**config.mk**
```make
export PLATFORM = sky130hd
export DESIGN_NAME = fetch_queue_unit
export DESIGN_NICKNAME = d
export VERILOG_FILES = /design/src/rtl/fetch_queue_unit.sv
export SDC_FILE = /design/constraint.sdc
export NUM_CORES = 1
export LEC_CHECK = 0
export CORE_MARGIN = 10
export CORE_UTILIZATION = 39
export DETAILED_ROUTE_END_ITERATION = 6
export PLACE_DENSITY = 0.71
export SLEW_MARGIN = 20
export SYNTH_ARGS = -nofsm -noshare
export SYNTH_HDL_FRONTEND = slang
export SYNTH_SLANG_ARGS = --single-unit
```
**constraint.sdc**
```tcl
create_clock -name clk -period 3.85 [get_ports clk]
set_clock_uncertainty 0.2 [all_clocks]
set_input_delay 0.385 -clock clk [delete_from_list [all_inputs] [get_ports clk]]
set_output_delay 0.385 -clock clk [all_outputs]
set_load 0.01 [all_outputs]
```
**src/rtl/fetch_queue_unit.sv**
```systemverilog
// rtl/fetch_queue_unit.sv - instruction fetch front end with prefetch queue and APB read master
// Optional build macro: FETCHQ_ERR_EN (per-entry fault bit on err_o, halt after a faulted read).

module apb_controller_sbm #(
  parameter int ADDR_W = 32
) (
  input  logic              clk,
  input  logic              rst_n,
  input  logic              start_i,
  input  logic [ADDR_W-1:0] addr_i,
  output logic              valid_o,
  output logic [31:0]       rdata_o,
`ifdef FETCHQ_ERR_EN
  output logic              err_o,
`endif
  output logic              psel,
  output logic              penable,
  output logic              pwrite,
  output logic [ADDR_W-1:0] paddr,
  input  logic [31:0]       prdata,
`ifdef FETCHQ_ERR_EN
  input  logic              pslverr,
`endif
  input  logic              pready
);
  assign pwrite  = 1'b0;
  assign valid_o = psel && penable && pready;
  assign rdata_o = prdata;
`ifdef FETCHQ_ERR_EN
  assign err_o   = pslverr;
`endif

  // A start in the completing access cycle chains straight into the next setup phase.
  always_ff @(posedge clk or negedge rst_n) begin
    if (!rst_n) begin
      psel    <= 1'b0;
      penable <= 1'b0;
      paddr   <= '0;
    end else if (start_i) begin
      psel    <= 1'b1;
      penable <= 1'b0;
      paddr   <= addr_i;
    end else if (psel && !penable) begin
      penable <= 1'b1;
    end else if (valid_o) begin
      psel    <= 1'b0;
      penable <= 1'b0;
    end
  end
endmodule

module fetch_queue_unit #(
  parameter int                ADDR_W  = 32,
  parameter logic [ADDR_W-1:0] INIT_PC = '0,
  parameter int                DEPTH   = 4
) (
  input  logic                       clk,
  input  logic                       rst_n,
  output logic                       imem_psel,
  output logic                       imem_penable,
  output logic                       imem_pwrite,
  output logic [ADDR_W-1:0]          imem_paddr,
  input  logic [31:0]                imem_prdata,
  input  logic                       imem_pready,
`ifdef FETCHQ_ERR_EN
  input  logic                       imem_pslverr,
`endif
  input  logic                       redirect_i,
  input  logic [ADDR_W-1:0]          redirect_pc_i,
  input  logic                       ready_i,
  output logic                       valid_o,
  output logic [31:0]                inst_o,
  output logic [ADDR_W-1:0]          pc_o,
`ifdef FETCHQ_ERR_EN
  output logic                       err_o,
`endif
  output logic [$clog2(DEPTH+1)-1:0] count_o
);
  localparam int CW = $clog2(DEPTH + 1);
  localparam int PW = $clog2(DEPTH);

  typedef enum logic [1:0] {
    ST_IDLE,
    ST_WAIT,
    ST_DISCARD
`ifdef FETCHQ_ERR_EN
    , ST_HALT
`endif
  } state_t;

  state_t            state;
  logic [ADDR_W-1:0] fetch_pc;
  logic [CW-1:0]     count;
  logic [PW-1:0]     wr_ptr;
  logic [PW-1:0]     rd_ptr;
  logic [ADDR_W-1:0] mem_pc   [DEPTH];
  logic [31:0]       mem_inst [DEPTH];

  logic              ctl_valid;
  logic [31:0]       ctl_rdata;
  logic              start;
  logic [ADDR_W-1:0] start_addr;
  logic              pop;
  logic              push;
  logic [CW-1:0]     count_after_pop;
  logic [CW-1:0]     count_next;
  logic [ADDR_W-1:0] pc_plus4;
  logic              fault;

`ifdef FETCHQ_ERR_EN
  logic              ctl_err;
  logic              mem_err [DEPTH];
  assign fault = ctl_valid && ctl_err;
  assign err_o = mem_err[rd_ptr];
`else
  assign fault = 1'b0;
`endif

  apb_controller_sbm #(.ADDR_W(ADDR_W)) u_ctl (
    .clk     (clk),
    .rst_n   (rst_n),
    .start_i (start),
    .addr_i  (start_addr),
    .valid_o (ctl_valid),
    .rdata_o (ctl_rdata),
`ifdef FETCHQ_ERR_EN
    .err_o   (ctl_err),
    .pslverr (imem_pslverr),
`endif
    .psel    (imem_psel),
    .penable (imem_penable),
    .pwrite  (imem_pwrite),
    .paddr   (imem_paddr),
    .prdata  (imem_prdata),
    .pready  (imem_pready)
  );

  assign valid_o         = (count != '0) && !redirect_i;
  assign inst_o          = mem_inst[rd_ptr];
  assign pc_o            = mem_pc[rd_ptr];
  assign count_o         = count;
  assign pop             = valid_o && ready_i;
  assign push            = ctl_valid && (state == ST_WAIT) && !redirect_i;
  assign count_after_pop = count - CW'(pop);
  assign count_next      = count_after_pop + CW'(push);
  assign pc_plus4        = fetch_pc + ADDR_W'(4);

  always_comb begin
    start      = 1'b0;
    start_addr = fetch_pc;
    if (!redirect_i) begin
      case (state)
        ST_IDLE: start = (count_after_pop < CW'(DEPTH));
        ST_WAIT: begin
          if (ctl_valid && !fault && (count_next < CW'(DEPTH))) begin
            start      = 1'b1;
            start_addr = pc_plus4;
          end
        end
        default: start = 1'b0;
      endcase
    end
  end

  always_ff @(posedge clk or negedge rst_n) begin
    if (!rst_n) begin
      state    <= ST_IDLE;
      fetch_pc <= INIT_PC;
      count    <= '0;
      wr_ptr   <= '0;
      rd_ptr   <= '0;
      for (int i = 0; i < DEPTH; i++) begin
        mem_pc[i]   <= '0;
        mem_inst[i] <= '0;
`ifdef FETCHQ_ERR_EN
        mem_err[i]  <= 1'b0;
`endif
      end
    end else if (redirect_i) begin
      // An in-flight APB read cannot be aborted, so its data is waited out and dropped.
      count    <= '0;
      wr_ptr   <= '0;
      rd_ptr   <= '0;
      fetch_pc <= redirect_pc_i & ~ADDR_W'(3);
      case (state)
        ST_WAIT, ST_DISCARD: state <= ctl_valid ? ST_IDLE : ST_DISCARD;
        default:             state <= ST_IDLE;
      endcase
    end else begin
      if (push) begin
        mem_pc[wr_ptr]   <= fetch_pc;
        mem_inst[wr_ptr] <= ctl_rdata;
`ifdef FETCHQ_ERR_EN
        mem_err[wr_ptr]  <= ctl_err;
`endif
        wr_ptr <= wr_ptr + PW'(1);
      end
      if (pop) rd_ptr <= rd_ptr + PW'(1);
      count <= count_next;
      case (state)
        ST_IDLE: if (start) state <= ST_WAIT;
        ST_WAIT: begin
          if (ctl_valid) begin
            fetch_pc <= pc_plus4;
`ifdef FETCHQ_ERR_EN
            if (fault) state <= ST_HALT;
            else
`endif
            if (!start) state <= ST_IDLE;
          end
        end
        ST_DISCARD: if (ctl_valid) state <= ST_IDLE;
        default: state <= state;
      endcase
    end
  end
endmodule

```
Yosys cells after proc, flatten, opt, wreduce, memory -nomap -nowiden
Cells that the tools add are included.
{ "totals": {"regBits": 331, "input_bits": 69, "out_inout_bits": 103, "word_cells": 98} }
{ "classes": {"addsub": 5, "n_lt_le_gt_ge": 5, "n_eq_ne": 7, "mux": 37, "n_bitwise": 3, "reduce_logical": 25} }
{ "op_table": {"columns": ["cell", "n"], "rows": [
  ["two-way mux 32 bit", 11],
  ["bitwise mux 128 bit", 2],
  ["binary-select mux 32 bit (select 2 bit)", 2],
  ["demux 32 bit (select 2 bit)", 1],
  ["adder 32 x 3 -> 32 bit (second input constant)", 1],
  ["two-way mux 2 bit", 11],
  ["inequality test 3 bit (second input constant)", 4],
  ["nonzero test 2 bit", 5],
  ["logical AND 1 bit", 9],
  ["two-way mux 1 bit", 7],
  [">= comparator 3 bit (second input constant)", 2],
  ["less-than comparator 3 bit (second input constant)", 2],
  ["NOT 2 -> 3 bit", 2],
  ["one-hot mux 2 bit (3 select lines)", 1],
  ["AND reduction 2 bit", 3],
  ["nonzero test 3 bit", 2],
  ["AND reduction 5 bit", 1],
  ["adder 2 x 1 -> 2 bit (second input constant)", 2],
  ["nonzero test 4 bit", 1],
  ["adder 3 x 1 -> 3 bit", 1],
  ["less-than comparator 3 x 1 -> 1 bit (second input constant)", 1],
  ["two-way mux 3 bit", 1],
  ["subtractor 3 x 1 -> 3 bit", 1],
  ["equality test 2 x 1 -> 1 bit (second input constant)", 1],
  ["7 further kinds", 8]
]} }

Logic depth before layout (Yosys ltp)
{ "depth": {"word_depth": 14, "mapped_depth": 13, "depth_no_buf": 11} }

Hierarchy
From an unflattened synthesis, not the netlist that was laid out.
{ "hier_totals": {"hier_cells": 1095, "hier_area_um2": 15477.3} }
{ "modules_own_cells": {"columns": ["module", "instances", "cells_each", "area_per_inst_um2", "seq_area_each_um2"], "rows": [
  ["fetch_queue_unit", 1, 986, 13812.0, 7181.9],
  ["apb_controller_sbm", 1, 109, 1665.3, 850.8]
]} }

Worst setup path after synthesis
No wires, ideal clock.
{ "synth_path": {"kind": "input to register", "from": "input redirect_i", "to": "register u_ctl.paddr[28]", "arrival_ps": 2712, "t_required_ps": 3546, "setup_slack_ps": 834, "stages": 12, "cell_sequence": "buf_2 nor3b_1 ha_1 inv_1 ha_1 ha_1 xor3_1 or3_4 buf_6 a41oi_1 o21ai_0 o311ai_1"} }
{ "synth_via": {"elab_chain_cells": 10, "elab_cells_between_ends": 15} }
{ "synth_lines": {"columns": ["element", "line", "text"], "rows": [
  ["start: declaration", "68", "input logic redirect_i,"],
  ["zero test 1 bit", null, null],
  ["logical AND 1 bit", "138", "assign valid_o = (count != '0) && !redirect_i;"],
  ["logical AND 1 bit", "142", "assign pop = valid_o && ready_i;"],
  ["subtractor 3 x 1 -> 3 bit", "144", "assign count_after_pop = count - CW'(pop);"],
  ["adder 3 x 1 -> 3 bit", "145", "assign count_next = count_after_pop + CW'(push);"],
  ["less-than comparator 3 bit", "155", "if (ctl_valid && !fault && (count_next < CW'(DEPTH))) begin"],
  ["logical AND 1 bit", "155", null],
  ["two-way mux 1 bit / two-way mux 32 bit (equally long branches)", "155", null],
  ["one-hot mux 1 bit (2 select lines) / two-way mux 32 bit (equally long branches)", "152", "case (state)"],
  ["two-way mux 1 bit / two-way mux 32 bit (equally long branches)", "151", "if (!redirect_i) begin"],
  ["end signal: assignment", "42", "paddr <= addr_i;"],
  ["end: declaration", "19", "output logic [ADDR_W-1:0] paddr,"]
]} }
Parallel ways exist; a longest one is shown, timed or not.
A chain may end at the register's enable or synchronous reset.

Final worst setup path
{ "layout_path": {"from": "register rd_ptr[0]", "to": "output pc_o[13]"} }
{ "layout_via": {"elab_chain_cells": 4} }
{ "layout_lines": {"columns": ["element", "line", "text"], "rows": [
  ["start: declaration", "95", "logic [PW-1:0] rd_ptr;"],
  ["start signal: assignment", "198", "if (pop) rd_ptr <= rd_ptr + PW'(1);"],
  ["NOT 2 -> 3 bit (not written as such)", "140", "assign pc_o = mem_pc[rd_ptr];"],
  ["binary-select mux 32 bit (select 2 bit)", "140", null],
  ["two-way mux 32 bit (not written as such) (2 in series)", "140", null],
  ["end: declaration", "73", "output logic [ADDR_W-1:0] pc_o,"]
]} }
Every way passes these cells. The select of a mux whose other input is x is not followed.

==> results.cfg <==
[layout]
drive_gt1_share_pct = 31.7
design_area_um2 = 18100
num_antenna_cells = 0
multi_input_area_um2 = 6380
mostFrequentLayoutCells = dfrtp_1, mux2_2, clkdlybuf4s50_1
fillers = 3316
register_area_um2 = 7990
final_common_cell = dfrtp_1
fin_nets = 1318
area_delta_synth_final_pct = 22.3
finalNonFillerCells = 1773

[routing]
drt_first_pass_iters = 5
drt-wirelength-per-cell_um = 20.2
vias = 9359
final_antenna_net_count = 0
drt_iter0_drc = 863
vias_per_cell = 5.28
totalWireLength_um = 35800
drc_errors = 0

[logic_synthesis]
ys_async_sr_fraction_pct = 100
netlist_area_um2 = 14800
avgSynthCellArea_um2 = 13.5
syn-instance-count = 1096
yosysSeqAreaShare_pct = 53.9
ys.flop_type = dfrtp_1
yosysWarnings = 0
ys_seq_elements = 319
synth_edf_count = 0
synth.distinct_cells = 57

[timing]
max_slew.worst_pin.slew_ns = 1.11
hold_viol_final = 0
setup_ws_ns = 0.560
slew_headroom_pct = 25.7
setup_tns_ns = 0
min_period_ns = 3.29
max_freq_mhz = 304
rsz0062_at_grt = no
setup-violations-final = 0
report.final.slew_viol_count = 0
period_share_pct = 85.5

[global_route]
antenna_found_initial = 0
grtUsageTotal_pct = 15.4
grt_pass1_wl_um = 57800
grt_max_degree = 124
grt_pass1_vias = 10100
grt_overflow = 0

[critical_path]
timing.rr.end = u_ctl.paddr[18]
rr_startpoint = count_o[2]
critPathCaptureType = output pin
arrival_ns = 2.71
r2r_slack_ns = 0.59
rr_worst_depth = 11
worst_setup_path_start_kind = flip-flop
worstSetupPathType = flip-flop to output pin
required_ns = 3.26
cp_max_fo = 24

[cts]
clockBufferDepth = 3
clock_latency_ns = 0.53
cts_setup_buffers = 0
clockRootBuffer = clkbuf_16
cts-buffers-inserted = 37
cts_num_sinks = 319
cts_tree = done
cts-htree-levels = 2
clkTransAtPathRegs_ns = 0.06

[floorplanning]
io_pins = 172
core-area_um2 = 37600
fp.dieH_um = 215
initial_core_util_pct = 39.4
die_w_um = 215
num_rows = 71
dieArea_um2 = 46200

[place]
gp_congestion = 0.841
dp_slack_ns = 0.336
dpl-instance-area_um2 = 17000
port_buffers = 164
dpl.hpwl_um = 23600
dp.cells = 1708

[hold_path]
hp-class = primary input to flip-flop
hp-start = redirect_i
hold_depth = 4
holdPathEnd = rd_ptr[0]

[power]
ir_drop_uv = 376
powerDensity_nw_per_um2 = 589
p_leak_nw = 8.10
total_power_mw = 10.7

[outcome]
status = finished, final reports clean

[flow_run]
max_cap_violations = 0
## layout make-up
class | instances | share of cell area, %
flip-flops and latches | 319 | 44.1
multi-input cells | 676 | 35.2
repair buffers | 190 | 10.6
clock buffers | 52 | 5.70
well taps | 511 | 3.53
clock inverters | 12 | 0.525
inverters | 13 | 0.269
## layer usage
| layer | wire (µm) | global-route usage [%] | vias up |
|---|---|---|---|
| li1 | - | - | 4214 |
| met5 | 0 | 0 | - |
| met1 | 16300 | 20.8 | 4829 |
| met3 | 2280 | 3.97 | 45 |
| met2 | 16600 | 24.3 | 271 |
| met4 | 578 | 3.85 | 0 |
## state kept, by name (all words and copies together) (netlist names)
signal         count
wr_ptr             2
u_ctl.paddr       30
u_ctl.psel         1
state              2
u_ctl.penable      1
fetch_pc          30
rd_ptr             2
mem_inst         128
mem_pc           120
count_o            3
## Yosys cell counts (2+ instances only)
cell type / instances / area (µm²)
xnor2_1: 25 / 219
mux4_2: 62 / 1400
and4_1: 4 / 35.0
nor2b_1: 2 / 12.5
clkbuf_1: 34 / 128
nand2_1: 97 / 364
a21o_1: 3 / 22.5
a21oi_1: 5 / 25.0
nand3_1: 23 / 115
o311ai_1: 6 / 52.6
nor2_1: 24 / 90.1
mux2i_1: 3 / 30.0
a31oi_1: 5 / 31.3
a41oi_1: 3 / 26.3
or4_1: 2 / 15.0
nand4_2: 3 / 37.5
a211oi_1: 2 / 15.0
o32ai_1: 3 / 26.3
xor2_1: 24 / 210
nor3_1: 13 / 65.1
nor4_4: 2 / 42.5
buf_1: 6 / 22.5
o21ai_1: 9 / 45.0
and3_1: 2 / 12.5
buf_2: 43 / 215
ha_1: 12 / 150
mux2_2: 233 / 2620
nor3_2: 3 / 30.0
nor4_1: 3 / 18.8
o21ai_0: 61 / 305
dfrtp_1: 319 / 7980
buf_4: 7 / 52.6
o21a_1: 2 / 15.0
inv_1: 12 / 45.0
nand4_1: 17 / 106
## worst max-delay path, cell delays in order, from the launching register on
cell and delay, ns:
dfrtp_4 0.76, buf_4 0.31, mux4_2 0.51, clkdlybuf4s50_1 0.60
## how the worst max path moves through the flow
| stage | start | endpoint | slack, ns | cells after the start |
|---|---|---|---|---|
| CTS | rd_ptr[0] | pc_o[14] | 0.47 | 3 |
| detailed placement | ready_i | u_ctl.paddr[18] | 0.34 | 11 |
| finish | rd_ptr[0] | pc_o[13] | 0.56 | 3 |
| global route | count_o[2] | u_ctl.paddr[18] | 0.32 | 11 |
| floorplan | redirect_i | u_ctl.paddr[28] | 0.83 | 12 |
| global placement | ready_i | u_ctl.paddr[18] | 0.45 | 11 |
## report_power, final
part	total [mW]	internal (mW)	switching, mW
clock network	3.26	1.89	1.37
logic	3.04	1.76	1.27
registers	4.37	3.93	0.442
## repair_timing
action,in CTS,in global routing
endpoints found under the hold margin,117,0
hold buffers,1,0
gates resized for setup,0,0
## stage by stage
stage,hold WS [ns],utilization [%]
after floorplan,-0.111,-
after global placement,0.256,45.2
after detailed placement,0.268,45.2
after CTS,0.138,48.2
after global routing,0.157,48.2
final,0.162,48.2
## kinds of logic after synthesis
family / after synthesis / synth area share [%]
compound gates: 103 / 4.04
simple gates: 206 / 7.15
buf+inv: 105 / 3.26
flops: 319 / 53.9
other cells: 1 / 0.0253
xor+xnor: 51 / 3.22
fa+ha+maj: 12 / 1.01
mux: 299 / 27.4
Note: power is estimated with default switching activity, not from simulation.
